[config.mk]
export PLATFORM = sky130hd
export DESIGN_NAME = serial_sub_flat
export DESIGN_NICKNAME = d
export VERILOG_FILES = /design/src/rtl/serial_sub_if.sv /design/src/rtl/serial_sub.sv /design/src/flat_wrapper.sv
export SDC_FILE = /design/constraint.sdc
export NUM_CORES = 1
export LEC_CHECK = 0
export CAP_MARGIN = 20
export CORE_MARGIN = 2
export CORE_UTILIZATION = 59
export DETAILED_ROUTE_END_ITERATION = 7
export DONT_BUFFER_PORTS = 1
export PLACE_DENSITY_LB_ADDON = 0.1
export SYNTH_ARGS = -nofsm -noshare
export SYNTH_HDL_FRONTEND = slang
export SYNTH_SLANG_ARGS = --single-unit
export TNS_END_PERCENT = 5
[constraint.sdc]
create_clock -name clk -period 3.66 [get_ports clk]
set_clock_uncertainty 0.2 [all_clocks]
set_input_delay 0.366 -clock clk [delete_from_list [all_inputs] [get_ports clk]]
set_output_delay 0.366 -clock clk [all_outputs]
set_load 0.02 [all_outputs]
[src/rtl/serial_sub_if.sv]
// Handshake and operand/result bundle for the bit-serial subtractor.
// Carries ovf only when SERIAL_SUB_OVF_EN is defined.
interface serial_sub_if #(
   parameter int BIT = 8
);
   logic           start;
   logic [BIT-1:0] a;
   logic [BIT-1:0] b;
   logic           bin;
   logic           ready;
   logic           busy;
   logic           done;
   logic [BIT-1:0] diff;
   logic           bout;
`ifdef SERIAL_SUB_OVF_EN
   logic           ovf;
`endif

   modport master (
      output start, a, b, bin,
`ifdef SERIAL_SUB_OVF_EN
      input  ovf,
`endif
      input  ready, busy, done, diff, bout
   );

   modport slave (
      input  start, a, b, bin,
`ifdef SERIAL_SUB_OVF_EN
      output ovf,
`endif
      output ready, busy, done, diff, bout
   );
endinterface

[src/rtl/serial_sub.sv]
// Bit-serial subtractor: diff = a - b - bin using one full-subtractor cell, LSB first.
// Optional signed-overflow output enabled by defining SERIAL_SUB_OVF_EN.
module serial_sub #(
   parameter int BIT = 8
) (
   input  logic        clk,
   input  logic        rst,
   serial_sub_if.slave bus
);
   localparam int CW = $clog2(BIT);

   typedef enum logic [1:0] {
      IDLE  = 2'd0,
      SHIFT = 2'd1,
      DONE  = 2'd2
   } state_t;

   // Returns {difference bit, borrow out} of a single full subtractor.
   function automatic logic [1:0] full_sub(input logic x, input logic y, input logic bi);
      full_sub = {x ^ y ^ bi, (~x & y) | (~(x ^ y) & bi)};
   endfunction

   state_t         state_r;
   logic [CW-1:0]  count_r;
   logic           borrow_r;
   logic [BIT-1:0] a_sr_r;
   logic [BIT-1:0] b_sr_r;
   logic [BIT-2:0] res_sr_r;
   logic [BIT-1:0] diff_r;
   logic           bout_r;
   logic           ready_r;
   logic           busy_r;
   logic           done_r;
`ifdef SERIAL_SUB_OVF_EN
   logic           ovf_r;
`endif

   logic [1:0]     fs_s;
   logic [BIT-1:0] res_next_s;
   logic           last_s;

   // The final bit is merged combinationally, so the result register only keeps BIT-1 bits.
   assign fs_s       = full_sub(a_sr_r[0], b_sr_r[0], borrow_r);
   assign res_next_s = {fs_s[1], res_sr_r};
   assign last_s     = (count_r == CW'(BIT - 1));

   // Control FSM and datapath; handshake flags are registered alongside the state.
   always_ff @(posedge clk or posedge rst) begin
      if (rst) begin
         state_r  <= IDLE;
         count_r  <= '0;
         borrow_r <= 1'b0;
         a_sr_r   <= '0;
         b_sr_r   <= '0;
         res_sr_r <= '0;
         diff_r   <= '0;
         bout_r   <= 1'b0;
         ready_r  <= 1'b1;
         busy_r   <= 1'b0;
         done_r   <= 1'b0;
`ifdef SERIAL_SUB_OVF_EN
         ovf_r    <= 1'b0;
`endif
      end else begin
         case (state_r)
            IDLE: begin
               if (bus.start) begin
                  a_sr_r   <= bus.a;
                  b_sr_r   <= bus.b;
                  borrow_r <= bus.bin;
                  count_r  <= '0;
                  state_r  <= SHIFT;
                  ready_r  <= 1'b0;
                  busy_r   <= 1'b1;
               end else begin
                  state_r  <= IDLE;
               end
            end
            SHIFT: begin
               res_sr_r <= res_next_s[BIT-1:1];
               borrow_r <= fs_s[0];
               a_sr_r   <= {1'b0, a_sr_r[BIT-1:1]};
               b_sr_r   <= {1'b0, b_sr_r[BIT-1:1]};
               count_r  <= count_r + CW'(1);
               if (last_s) begin
                  diff_r  <= res_next_s;
                  bout_r  <= fs_s[0];
`ifdef SERIAL_SUB_OVF_EN
                  // borrow_r here is the borrow into the MSB
                  ovf_r   <= borrow_r ^ fs_s[0];
`endif
                  state_r <= DONE;
                  busy_r  <= 1'b0;
                  done_r  <= 1'b1;
               end else begin
                  state_r <= SHIFT;
               end
            end
            DONE: begin
               state_r <= IDLE;
               done_r  <= 1'b0;
               ready_r <= 1'b1;
            end
            default: begin
               state_r <= IDLE;
               ready_r <= 1'b1;
               busy_r  <= 1'b0;
               done_r  <= 1'b0;
            end
         endcase
      end
   end

   assign bus.ready = ready_r;
   assign bus.busy  = busy_r;
   assign bus.done  = done_r;
   assign bus.diff  = diff_r;
   assign bus.bout  = bout_r;
`ifdef SERIAL_SUB_OVF_EN
   assign bus.ovf   = ovf_r;
`endif
endmodule

[src/flat_wrapper.sv]
// flat-port wrapper written by rule: the top's interface ports become plain ports
module serial_sub_flat 
#(
   parameter int BIT = 8
)
  (clk, rst, bus_start, bus_a, bus_b, bus_bin, bus_ready, bus_busy, bus_done, bus_diff, bus_bout);
  serial_sub_if #(.BIT(BIT)) bus_i ();
  input  logic clk;
  input  logic rst;
  input wire logic [$bits(bus_i.start)-1:0] bus_start;
  input wire logic [$bits(bus_i.a)-1:0] bus_a;
  input wire logic [$bits(bus_i.b)-1:0] bus_b;
  input wire logic [$bits(bus_i.bin)-1:0] bus_bin;
  output wire logic [$bits(bus_i.ready)-1:0] bus_ready;
  output wire logic [$bits(bus_i.busy)-1:0] bus_busy;
  output wire logic [$bits(bus_i.done)-1:0] bus_done;
  output wire logic [$bits(bus_i.diff)-1:0] bus_diff;
  output wire logic [$bits(bus_i.bout)-1:0] bus_bout;
  assign bus_i.start = bus_start;
  assign bus_i.a = bus_a;
  assign bus_i.b = bus_b;
  assign bus_i.bin = bus_bin;
  assign bus_ready = bus_i.ready;
  assign bus_busy = bus_i.busy;
  assign bus_done = bus_i.done;
  assign bus_diff = bus_i.diff;
  assign bus_bout = bus_i.bout;
  serial_sub #(.BIT(BIT)) u_core (.clk(clk), .rst(rst), .bus(bus_i));
endmodule
== Word level (Yosys, flattened, before mapping) ==
Index checks and enable logic that the tools add are counted.

* Register bits after elaboration: 41
* Output and inout port bits: 12

* Add/sub/neg operators: 1
* Equality and inequality tests: 5
* Muxes and demuxes: 18
* Bitwise gates (word level): 10
* Reductions and logical operators: 7

{| class="wikitable"
|+ Operators with widths
! operator !! number
|-
| 8-bit case mux with 2 select lines || 2
|-
| 8-bit two-way mux || 2
|-
| 2-bit AND reduction || 4
|-
| 1-bit two-way mux || 6
|-
| 1-bit case mux with 2 select lines || 3
|-
| 3-bit case mux with 2 select lines || 1
|-
| 1-bit inverter || 5
|-
| 2-bit case mux with 2 select lines || 1
|-
| 3-bit by 1-bit adder with 3-bit output (second input constant) || 1
|-
| 3-bit == test (second input constant) || 1
|-
| 3-bit two-way mux || 1
|-
| 1-bit case mux with 3 select lines || 1
|-
| 3-bit AND reduction || 1
|-
| 1-bit AND || 2
|-
| 2-bit by 1-bit == test with 1-bit output (second input constant) || 1
|-
| 2-bit == test (second input constant) || 1
|-
| 2-bit zero test || 1
|-
| 2-bit two-way mux || 1
|-
| 2-bit by 1-bit != test with 1-bit output (second input constant) || 1
|-
| 2-bit != test (second input constant) || 1
|-
| 2-bit nonzero test || 1
|-
| 1-bit bitwise XOR || 2
|-
| 1-bit OR || 1
|}

== Depth between registers and ports, before layout ==
* Depth in word-level cells: 5
* Gate-level depth with buffers: 6
* Mapped depth without buffers: 5

== Least setup slack after synthesis ==
Ideal clock, no wire load.

* Path kind: reg-to-reg
* Start: register u_core.count_r[0]
* End: register u_core.diff_r[0], in the netlist u_core.bus.diff[0]
* Setup time: 0.125 ns
* Arrival time: 1.398 ns
* Required time: 3.335 ns
* Setup slack: 1.937 ns
* Stages on the path, launching flop included: 6
* Cell sequence: dfrtp_1 > ha_1 > ha_1 > nand3b_1 > buf_2 > mux2_2

* Longest elaborated chain between the ends: 2

{| class="wikitable"
|+ Ends and longest elaborated chain
! item !! line !! text
|-
| start: declaration || serial_sub.sv:24 || <nowiki>logic [CW-1:0] count_r;</nowiki>
|-
| start signal: assignment || serial_sub.sv:84 || <nowiki>count_r <= count_r + CW'(1);</nowiki>
|-
| 3-bit == test || serial_sub.sv:45 || <nowiki>assign last_s = (count_r == CW'(BIT - 1));</nowiki>
|-
| 2-bit AND reduction (no source line) || - ||
|-
| end signal: assignment || serial_sub.sv:86 || <nowiki>diff_r <= res_next_s;</nowiki>
|-
| end: declaration || serial_sub.sv:29 || <nowiki>logic [BIT-1:0] diff_r;</nowiki>
|}

Every way passes these cells.
A chain may end at the register's enable or synchronous reset.

== Final worst setup path ==
* Start: register u_core.state_r[1]
* End: register u_core.diff_r[4], in the netlist u_core.bus.diff[4]

* Longest elaborated chain between the ends: 2

{| class="wikitable"
|+ Ends and longest elaborated chain
! item !! line !! text
|-
| start: declaration || serial_sub.sv:23 || <nowiki>state_t state_r;</nowiki>
|-
| start signal: assignment || serial_sub.sv:50 || <nowiki>state_r <= IDLE;</nowiki>
|-
| start signal: assignment || serial_sub.sv:72 || <nowiki>state_r <= SHIFT;</nowiki>
|-
| start signal: assignment || serial_sub.sv:76 || <nowiki>state_r <= IDLE;</nowiki>
|-
| 2-bit by 1-bit == test with 1-bit output || serial_sub.sv:65 || <nowiki>case (state_r)</nowiki>
|-
| 2-bit AND reduction (no source line) || - ||
|}

Every way passes these cells.

==> results.toml <==
[outcome]
status = "finished clean"

[layout]
num_antenna_cells = 0
fillers = 213
fin_nets = 165
layout_common_cells = "dfrtp_1 (40), mux2_2 (15)"
drive_gt1_share_pct = 18.9
final_common_cell = "dfrtp_1"
syn2layout_area_growth_pct = 5.25

[sta]
finalHoldViolations = 0
max-slew-margin-rel_pct = 56.0
final-setup-viol-count = 0
period_minus_slack_ps = 1960
worst_pin_slew_ps = 659
slew_viol_final = 0
finalSetupTns_ps = 0
rsz0062_at_grt = "false"
hold_slack_ps = 17.3
fin_crit_sh_pct = 53.5
fmax_ghz = 0.510

[global_route]
grt_max_degree = 42
grt_pass1_vias = 1138
gr-usage-all-layers_pct = 21.5
grt_pass1_wl_um = 5390
antenna_found_initial = 0
grt-ovfl-total = 0

[route]
viasPerCell = 6.33
drc_errors = 0
wl_per_cell_um = 17.7
vias = 1101
wirelength_um = 3070
ant_nets = 0
dr.pass1.iters = 4
drt_iter0_drc = 49

[power_and_ir_drop]
p_seq_share_pct = 54.6
power.switching_uw = 611
clkPwrFrac_pct = 12.8
irDropWorstVdd_mv = 0.713
p_int_uw = 1050
switching_share_pct = 36.9
p_per_area_mw_per_mm2 = 904
p_leak_uw = 0.000812
comb_power_share_pct = 32.6

[synthesis]
postSynth.asyncResetShare_pct = 100
yosysSeqAreaShare_pct = 59.0
yosysWarnings = 0
syn_area_mm2 = 0.00174
synth_edf_count = 0
avgSynthCellArea_um2 = 12.7
syn_nets = 160
yosysUniqueCellTypes = 33
synth-seq-cells = 41
syn-instance-count = 137
synthFlopType = "dfrtp_1"

[worst_setup_path]
r2r-start = "u_core.state_r[1]"
start_kind = "flop"
rr_endpoint = "u_core.bus.diff[4]"
cp_slowest_stage_delay_ps = 780
critPathMaxFanout = 22
critPathCaptureType = "flop"
worstRegToRegCells = 2
crit_type = "flop to flop"
path_delay_family = "flip-flops"
critPathBufInv = 0
cp.required_ps = 3700
cp.arrival_ps = 2000
r2r_slack_ps = 1700
cpMaxStageDelayCell = "dfrtp_1"
crit_chain = "nand3b_1, mux2_2"

[cts]
cts_resized = 0
cts_max_level = 2
worstSkewPairLatency_ps = 350
cts_made_buffers = 5
cts_max_path_buffers = 2
cts_setup_buffers = 0
cts_tree = "built"
clkTransAtPathRegs_ps = 120
root_buffer = "clkbuf_4"
cts.sinks = 41

[run]
maxCapViolations = 0

[hold_path]
hold_depth = 2
worstHoldPathType = "input pin to flop"
hp-start = "bus_a[3]"
min_to = "u_core.a_sr_r[3]"

[die]
fp-row-count = 19
start_util_pct = 62.6
ios = 32
die_h_um = 58.3
core_mm2 = 0.00278
dieWidth_um = 58.3
die-area_mm2 = 0.00340

[placed_design]
hpwl_um = 2070
io_buffers = 0
finalWeightedCongestion = 0.704
==> area by class of cell <==
type                            instances  area, µm²  share of cell area (%)
Clock buffer                            6       41.3                    2.25
Clock inverter                          2       10.0                   0.546
Inverter                                8       30.0                    1.64
Multi-Input combinational cell         81        637                    34.8
Sequential cell                        41       1030                    56.1
Tap cell                               31       38.8                    2.12
Timing Repair Buffer                    5       47.5                    2.60
==> power groups by stage <==
stage               Combinational [µW]  Sequential, µW  Clock, µW
finish                             540             904        212
global route                       614             937        237
CTS                                549             904        221
detailed placement                 543             913          0
global placement                   522             904          0
floorplan                          496             850          0
==> state kept, by name, summed over array words and instances (netlist names) <==
name and flops:
u_core.a_sr_r 8, u_core.bus.done 1, u_core.res_sr_r 7, u_core.count_r 3, u_core.bus.ready 1, u_core.bus.busy 1, u_core.b_sr_r 8, u_core.bus.bout 1
u_core.state_r 2, u_core.bus.diff 8, u_core.borrow_r 1
==> metal layers <==
metal  vias to the layer above  part of all wire [%]  global-route usage, %  wire (µm)
met5                         -                     0                      0          0
met2                        33                    45                   30.2       1390
li1                        508                     -                      -          -
met3                         6                   6.5                   7.69        200
met4                         0                   1.9                   9.30         58
met1                       554                    46                   30.4       1420
==> stage by stage <==
stage	instance area (µm²)	power, µW	std cells	worst slack [ps]	utilization [%]
floorplan	1740	1350	137	1940	-
global placement	1740	1430	162	1720	62.6
detailed placement	1740	1460	162	1710	62.6
CTS	1830	1670	174	1690	65.9
global route	1830	1790	174	1620	65.9
finish	1830	1660	174	1700	65.9
==> cell usage after synthesis (all sizes together), types with 2 or more instances <==
cell type,n,area [µm²]
ha,2,25.0
dfrtp,40,1000
o22a,6,52.6
nand2b,4,25.0
nor2,6,25.0
mux2,15,169
inv,8,30.0
nand2,6,22.5
a22o,3,26.3
o21ai,7,35.0
buf,7,46.3
o22ai,7,43.8
a2bb2oi,7,61.3
a21oi,4,20.0
==> worst reg2reg max path: stages (launching register included) <==
cell      delay, ps
dfrtp_1         780
nand3b_1        480
mux2_2          390
==> worst max path at each step <==
stage,slack [ps],start,endpoint,depth (start not counted)
2_1_floorplan,1940,u_core.count_r[0],u_core.bus.diff[0],5
3_3_place_gp,1720,u_core.count_r[0],u_core.bus.diff[7],4
3_5_place_dp,1710,u_core.count_r[0],u_core.bus.diff[3],4
4_1_cts,1690,u_core.count_r[0],u_core.bus.diff[7],4
5_1_grt,1620,u_core.state_r[1],u_core.bus.diff[7],2
6_report,1700,u_core.state_r[1],u_core.bus.diff[4],2
==> logic make-up (layout without fill, tap and decap cells) <==
family	Yosys count	in the layout	share of synthesized area [%]
AO/OA/AOI/OAI	41	41	17.5
flip-flops	41	41	59.0
AND/OR/NAND/NOR	22	22	6.83
multiplexers	15	15	9.71
buffers and inverters	15	21	4.39
adder cells (fa/ha/maj)	3	3	2.59
==> timing repair <==
action / in CTS / in global routing
hold endpoints to repair: 43 / 0
endpoints found under the setup margin: 0 / 0
hold buffers: 4 / 0
(Power assumes the default switching activity.)
